[src/rtl/deser_pkg.sv]
// Shared types and line-level constants for the bit-serial frame receiver.
package deser_pkg;

  // Receiver frame position; the 2-bit encoding is fixed.
  typedef enum logic [1:0] {
    IDLE = 2'd0,
    DATA = 2'd1,
    PAR  = 2'd2,
    STOP = 2'd3
  } state_t;

  // Line levels that open and close a frame.
  localparam logic START_BIT = 1'b0;
  localparam logic STOP_BIT  = 1'b1;

endpackage : deser_pkg

[src/rtl/deser_frame_rx_parity_tree.sv]
// XOR reduction of a data word, built as a chain of gate_xor primitives.
module parity_tree #(
  parameter int unsigned WIDTH = 8
) (
  input  logic [WIDTH-1:0] d,
  output logic             p
);

  // chain[i] holds the XOR of d[0] through d[i].
  logic chain [WIDTH];

  assign chain[0] = d[0];

  for (genvar i = 1; i < WIDTH; i++) begin : g_stage
    gate_xor u_xor (
      .a (chain[i-1]),
      .b (d[i]),
      .y (chain[i])
    );
  end

  assign p = chain[WIDTH-1];

endmodule : parity_tree

[src/rtl/gate_xor.sv]
// Library two-input XOR primitive.
module gate_xor (
  input  logic a,
  input  logic b,
  output logic y
);

  assign y = a ^ b;

endmodule : gate_xor

[src/rtl/deser_frame_rx.sv]
// Serial-to-parallel frame receiver: start, WIDTH data bits LSB first,
// optional parity, stop. Good words land in a one-entry valid/ready buffer.
module deser_frame_rx
  import deser_pkg::*;
#(
  parameter int unsigned WIDTH      = 8,
  parameter int unsigned PARITY_EN  = 1,
  parameter int unsigned PARITY_ODD = 0
) (
  input  logic             clk,
  input  logic             rst_n,
  input  logic             sin,
  input  logic             sin_valid,
  output logic [WIDTH-1:0] dout,
  output logic             dout_valid,
  input  logic             dout_ready,
  output logic             parity_err,
  output logic             frame_err,
  output logic             overrun,
  input  logic             err_clr
);

  localparam int unsigned    CW   = $clog2(WIDTH);
  localparam logic [CW-1:0]  LAST = CW'(WIDTH - 1);

  state_t           state;
  logic [CW-1:0]    cnt;
  logic [WIDTH-1:0] shreg;
  logic             par_bit;
  logic             data_xor;
  logic             par_calc;

  parity_tree #(.WIDTH(WIDTH)) u_parity (
    .d (shreg),
    .p (data_xor)
  );

  // Expected parity bit for the word currently in the shift register.
  assign par_calc = data_xor ^ 1'(PARITY_ODD);

  // Frame FSM, shift register, output buffer and sticky error flags.
  always_ff @(posedge clk or negedge rst_n) begin
    if (!rst_n) begin
      state      <= IDLE;
      cnt        <= '0;
      shreg      <= '0;
      par_bit    <= 1'b0;
      dout       <= '0;
      dout_valid <= 1'b0;
      parity_err <= 1'b0;
      frame_err  <= 1'b0;
      overrun    <= 1'b0;
    end else begin
      // NOTE: later non-blocking assignments to the same register win, so the
      // consume-clear here is overridden by a same-edge load below, and
      // err_clr at the bottom overrides any flag set in STOP.
      if (dout_valid && dout_ready) begin
        dout_valid <= 1'b0;
      end

      if (sin_valid) begin
        unique case (state)
          IDLE: begin
            if (sin == START_BIT) begin
              state <= DATA;
              cnt   <= '0;
            end
          end
          DATA: begin
            shreg[cnt] <= sin;
            if (cnt == LAST) begin
              cnt   <= '0;
              state <= (PARITY_EN != 0) ? PAR : STOP;
            end else begin
              cnt <= cnt + 1'b1;
            end
          end
          PAR: begin
            par_bit <= sin;
            state   <= STOP;
          end
          STOP: begin
            state <= IDLE;
            if ((PARITY_EN != 0) && (par_calc != par_bit)) begin
              parity_err <= 1'b1;
            end
            if (sin != STOP_BIT) begin
              frame_err <= 1'b1;
            end else if (!dout_valid || dout_ready) begin
              dout       <= shreg;
              dout_valid <= 1'b1;
            end else begin
              overrun <= 1'b1;
            end
          end
          default: state <= IDLE;
        endcase
      end

      if (err_clr) begin
        parity_err <= 1'b0;
        frame_err  <= 1'b0;
        overrun    <= 1'b0;
      end
    end
  end

endmodule : deser_frame_rx

[config.mk]
export PLATFORM = sky130hd
export DESIGN_NAME = deser_frame_rx
export DESIGN_NICKNAME = d
export VERILOG_FILES = /design/src/rtl/deser_pkg.sv /design/src/rtl/deser_frame_rx_parity_tree.sv /design/src/rtl/gate_xor.sv /design/src/rtl/deser_frame_rx.sv
export SDC_FILE = /design/constraint.sdc
export NUM_CORES = 1
export LEC_CHECK = 0
export CORE_ASPECT_RATIO = 0.75
export CORE_MARGIN = 2
export CORE_UTILIZATION = 47
export DETAILED_ROUTE_END_ITERATION = 10
export PLACE_DENSITY = 0.72
export SLEW_MARGIN = 0
export SYNTH_ARGS = -nofsm -noshare
export SYNTH_HDL_FRONTEND = slang
export SYNTH_SLANG_ARGS = --single-unit
[constraint.sdc]
create_clock -name clk -period 1.6 [get_ports clk]
set_input_delay 0.48 -clock clk [delete_from_list [all_inputs] [get_ports clk]]
set_output_delay 0.48 -clock clk [all_outputs]
set_load 0.05 [all_outputs]
Word level (Yosys, flattened, before mapping)
Cells that the tools add are included.
{"block": "totals", "mem_bits_ro": 0, "inputBits": 6, "latchBits": 0, "ramBits": 0, "register_bits": 26, "output_inout_bits": 12, "n_memories": 0}
{"block": "classes", "eq_ne": 9, "magnitude_cmp": 2, "addsub": 1, "reduce_logical": 18, "muxes": 27, "mul": 0, "bitwise_logic": 7, "n_div": 0, "shifts": 0}
{"operator": "$mux 1", "count": 19}
{"operator": "$reduce_and 3->1", "count": 4}
{"operator": "$reduce_bool 2->1", "count": 5}
{"operator": "$bwmux 8", "count": 1}
{"operator": "$pmux 2 s4", "count": 1}
{"operator": "$reduce_and 4->1", "count": 2}
{"operator": "$xor 1x1->1", "count": 7}
{"operator": "$mux 3", "count": 2}
{"operator": "$ne 2x2->1 const B", "count": 3}
{"operator": "$pmux 3 s2", "count": 1}
{"operator": "$eq 2x2->1 const B", "count": 2}
{"operator": "$lt 3x4->1 const B", "count": 1}
{"operator": "$mux 2", "count": 2}
{"operator": "$reduce_and 2->1", "count": 2}
{"operator": "$add 3x1->3 const B", "count": 1}
{"operator": "$demux 1 s3", "count": 1}
{"operator": "$eq 3x3->1 const B", "count": 1}
{"operator": "$ge 3x1->1 const B", "count": 1}
{"operator": "$eq 2x1->1 const B", "count": 1}
{"operator": "$logic_and 1x1->1", "count": 2}
{"operator": "$logic_not 2->1", "count": 1}
{"operator": "$ne 2x1->1 const B", "count": 1}
{"operator": "$logic_not 1->1", "count": 1}
{"operator": "$logic_or 1x1->1", "count": 1}
{"operator": "$ne 1x1->1", "count": 1}

Logic depth before layout (Yosys ltp)
{"block": "logic_depth", "word_depth": 12, "ltp_mapped": 6, "ltp_nobuf": 6}

Cells and area by module
From an unflattened synthesis, not the netlist that was laid out.
{"block": "hier_totals", "cells_unflattened": 100, "hier_area_um2": 1280.0}
{"module": "deser_frame_rx", "n_inst": 1, "seq_area_each_um2": 650.6, "cells_per_inst": 93, "area_per_inst_um2": 1218.7}
{"module": "gate_xor", "n_inst": 7, "seq_area_each_um2": 0.0, "cells_per_inst": 1, "area_per_inst_um2": 8.8}

Least setup slack after synthesis
No wires, ideal clock.
{"block": "synth_path", "path_type": "reg-to-reg", "startpoint": "register cnt[1]", "endpoint": "register state[1]", "n_path_buf": 0, "path_slack_ns": 0.073, "stages_incl_launch_ff": 5, "arrival_time_ns": 1.403, "period_less_slack_ns": 1.527, "cell_sequence": "dfrtp_1 > ha_1 > ha_1 > o21ai_0 > mux2_2"}
{"block": "synth_between", "elab_chain_cells": 3}
{"item": "from (decl)", "line_no": "deser_frame_rx.sv:27", "text": "logic [CW-1:0] cnt;"}
{"item": "from (signal assigned)", "line_no": "deser_frame_rx.sv:75", "text": "cnt <= cnt + 1'b1;"}
{"item": "$eq 3x3->1", "line_no": "deser_frame_rx.sv:71", "text": "if (cnt == LAST) begin"}
{"item": "$ne 2x2->1 (no source line)"}
{"item": "$reduce_and 3->1 (no source line)"}
{"item": "to (signal assigned)", "line_no": "deser_frame_rx.sv:73", "text": "state <= (PARITY_EN != 0) ? PAR : STOP;"}
{"item": "to (decl)", "line_no": "deser_frame_rx.sv:26", "text": "state_t state;"}
Every way passes these cells.
A chain may end at the register's enable or synchronous reset.

Final worst setup path
{"block": "layout_path", "startpoint": "input port sin", "endpoint": "register state[1]"}
{"block": "layout_between", "elab_chain_cells": 2}
{"item": "from (decl)", "line_no": "deser_frame_rx.sv:12", "text": "input logic sin,"}
{"item": "$ne 2x2->1 (no source line)"}
{"item": "$reduce_and 3->1 (no source line)"}
Every way passes these cells.

==> out/qor.csv <==
stage;metric;value;unit
global_route;met1 routing resource usage after global routing;0.205;
worst_hold_path;Hold Path Class;primary input to asynchronous set/reset pin;
clock_tree;Longest Clk Path Bufs;2;
die;Core Region;2380;um^2
finish;utilization after layout;0.732;
finish;# diodes;0;
power;switching share of power;0.386;
global_route;largest net degree at the start of global routing;27;
global_route;antenna violations before repair;0;
worst_setup_path;startpoint type of the worst setup path;primary input;
clock_tree;number of sinks handled by clock tree synthesis;26;
global_route;wire length of the first global-routing pass;3.95;mm
status;outcome;completed;
power;sequential power share;0.350;
die;horizontal die dimension;63.0;um
placed_design;detailed placement HPWL;1.76;mm
global_route;busiest metal layer after global routing;met2;
flow_run;Maximum Capacitance Violations;0;
drt;per-cell routed wire length;14.0;um
yosys;sequential element share of the synthesized area;0.531;
sta;Achievable Freq;643;MHz
die;die footprint;3030;um^2
finish;fraction of final layout cells with drive strength greater than 1;0.444;
sta;number of max-slew violations in the final report;0;
clock_tree;CTS tree;yes;
sta;final cycle utilization of the critical path;0.972;
placed_design;final weighted congestion in routability-driven placement;0.794;
sta;clock period minus final worst setup slack;1.56;ns
drt;number of detailed-routing iterations run before antenna repair;4;
worst_setup_path;WS Path Type;primary input to flip-flop;
finish;commonest cells after routing, fill and taps aside;sky130_fd_sc_hd__dfrtp_1, sky130_fd_sc_hd__mux2_2, sky130_fd_sc_hd__buf_4;
clock_tree;Worst-path clk slew;0.13;ns
finish;most common cell after layout, fill and taps aside;sky130_fd_sc_hd__dfrtp_1;
sta;worst hold margin;0.517;ns
die;height of the chip;48.2;um
clock_tree;clock insertion delay at the later pin of the skew report;0.32;ns
worst_setup_path;CP required;1.81;ns
sta;Worst Skew;0.00593;ns
power;internal portion of total power;1.99;mW
clock_tree;CTS Hold Bufs;0;
power;switching power total;1.25;mW
power;Static Leak;0.800;nW
placed_design;quantity of I/O buffers inserted on ports;17;
finish;count of nets after finishing;147;
worst_setup_path;data arrival time of the worst path;1.77;ns
clock_tree;Clock Root Buffer;sky130_fd_sc_hd__clkbuf_4;
die;initial standard-cell utilization of the core;0.514;
clock_tree;H-tree level count;1;
global_route;number of global-route vias before repair;868;
power;IR Drop Worst-Case VDD;0.00111;V
sta;Worst Tran Pin Value;0.331;ns
yosys;gate count of the mapped netlist;99;
yosys;count of state elements after synthesis;26;
yosys;number of warnings printed during yosys synthesis;0;
drt;drt drc;0;
power;Logic pwr share;0.568;
yosys;synthesized area divided by synthesized cell count;12.4;um^2
yosys;post-synth design cell area;1220;um^2
yosys;Distinct cells, synth;23;
power;Power Dens Cells;1860;nW/um^2
finish;count of filler cells inserted in the layout;164;
global_route;total global-route track usage;0.177;
worst_setup_path;CP endpoint kind;flip-flop;
sta;final number of hold-violating endpoints;0;
worst_setup_path;Max Fanout on Critical Path;3;
finish;Synth-to-Final Area Change;42.5;%
clock_tree;cts bufs inserted;3;
die;floorplan row count;15;
global_route;met2 track utilization from global routing;0.334;
drt;number of vias in the routed layout;859;
global_route;overall overflow remaining after global route;0;
power;Clock power frac;0.082;
yosys;Net Count, Synth;111;
drt;number of design-rule violations left by the first detailed-router iteration;33;
drt;Via-to-Cell Ratio;5.14;
drt;count of nets left with antenna violations after detail routing;0;
sta;final setup violation count;0;
sta;Max-Slew Margin vs Limit;0.778;
die;# IOs;18;
drt;aggregate routed wire length;2.35;mm
global_route;global-route met3 utilization;0.0624;
[flip-flops by register name, indices dropped and copies added (netlist names)]
name,count
cnt,3
shreg,8
dout,8
dout_valid,1
par_bit,1
overrun,1
frame_err,1
parity_err,1
state,2
[cell type report]
| type | count | area [um^2] | share of cell area |
|---|---|---|---|
| multi-input cells | 67 | 593 | 0.340 |
| flip-flops and latches | 26 | 651 | 0.373 |
| well taps | 34 | 42.5 | 0.0244 |
| clock buffers | 3 | 22.5 | 0.0129 |
| repair buffers | 32 | 418 | 0.239 |
| inverters | 5 | 18.8 | 0.0108 |
[critical path, stage by stage]
cell and delay, ns:
sky130_fd_sc_hd__clkdlybuf4s50_1 0.54, sky130_fd_sc_hd__buf_4 0.15, sky130_fd_sc_hd__a21boi_2 0.07, sky130_fd_sc_hd__o21ai_1 0.16, sky130_fd_sc_hd__mux2_2 0.37
[cell usage after synthesis]
cell	count	area share
sky130_fd_sc_hd__nand2b_1	2	0.010
sky130_fd_sc_hd__nor3_1	4	0.016
sky130_fd_sc_hd__nor4b_2	1	0.012
sky130_fd_sc_hd__xnor3_1	1	0.018
sky130_fd_sc_hd__xnor2_1	3	0.021
sky130_fd_sc_hd__nand2_1	4	0.012
sky130_fd_sc_hd__o21ai_0	3	0.012
sky130_fd_sc_hd__clkbuf_1	1	0.0031
sky130_fd_sc_hd__a41oi_1	1	0.0072
sky130_fd_sc_hd__ha_1	6	0.061
sky130_fd_sc_hd__nor2_2	1	0.0051
sky130_fd_sc_hd__nand3b_1	1	0.0061
sky130_fd_sc_hd__a32o_1	1	0.0082
sky130_fd_sc_hd__nor2_1	12	0.037
sky130_fd_sc_hd__a21oi_1	1	0.0041
sky130_fd_sc_hd__a21boi_1	1	0.0061
sky130_fd_sc_hd__a221o_1	1	0.0082
sky130_fd_sc_hd__a22o_1	1	0.0072
sky130_fd_sc_hd__inv_1	5	0.015
sky130_fd_sc_hd__mux2_2	19	0.17
sky130_fd_sc_hd__xor2_1	2	0.014
sky130_fd_sc_hd__dfrtp_1	26	0.53
sky130_fd_sc_hd__nand3_1	2	0.0082
[worst paths after layout]
| kind | startpoint | slack (ns) | end | cells after the start |
|---|---|---|---|---|
| setup / recovery | sin | 0.04 | state[1] | 5 |
| hold / removal | rst_n | 0.52 | overrun | 2 |
| setup reg to reg | state[1] | 0.05 | dout[5] | 6 |
| hold reg to reg | par_bit | 0.55 | par_bit | 1 |
| max in group asynchronous | rst_n | 0.84 | dout[6] | 2 |
| min in group clk | par_bit | 0.55 | par_bit | 1 |
[layer usage]
layer / vias up / part of all wire
met3: 4 / 0.049
met1: 424 / 0.44
met5: - / 0
met4: 0 / 0.0081
li1: 413 / -
met2: 18 / 0.50
[metrics by stage]
stage          setup slack, ns  std cells  TNS (ns)  cell area (um^2)  total power [mW]
2_1_floorplan           0.0728         99         0              1220              2.13
3_3_place_gp            -0.294        162     -5.40              1660              2.83
3_5_place_dp            -0.382        162     -6.54              1660              2.89
4_1_cts                0.00143        165         0              1690              3.16
5_1_grt                -0.0320        167   -0.0670              1750              3.45
6_report                0.0447        167         0              1750              3.25
[power by group through the flow]
stage | sequential (mW) | clock [mW] | combinational [mW]
floorplan | 1.40 | 0 | 0.733
global placement | 1.13 | 0 | 1.70
detailed placement | 1.15 | 0 | 1.74
CTS | 1.13 | 0.274 | 1.75
global route | 1.17 | 0.310 | 1.97
finish | 1.14 | 0.266 | 1.84
[cells by family (layout without fill, tap and decap cells)]
logic type / Yosys count / count (layout) / synth area share
flops: 26 / 26 / 0.531
fa+ha+maj: 6 / 6 / 0.0613
simple gates: 27 / 27 / 0.107
xor+xnor: 6 / 6 / 0.0541
mux: 19 / 19 / 0.175
compound gates: 9 / 9 / 0.0531
buf+inv: 6 / 40 / 0.0184
[timing repair]
item | 4_1_cts | 5_1_grt
setup endpoints to repair | 9 | 13
resized for setup | 2 | 11
gates cloned | 0 | 0
buffers inserted | 0 | 2
pin swaps | 1 | 3
Power figures use the tool's default switching activity.
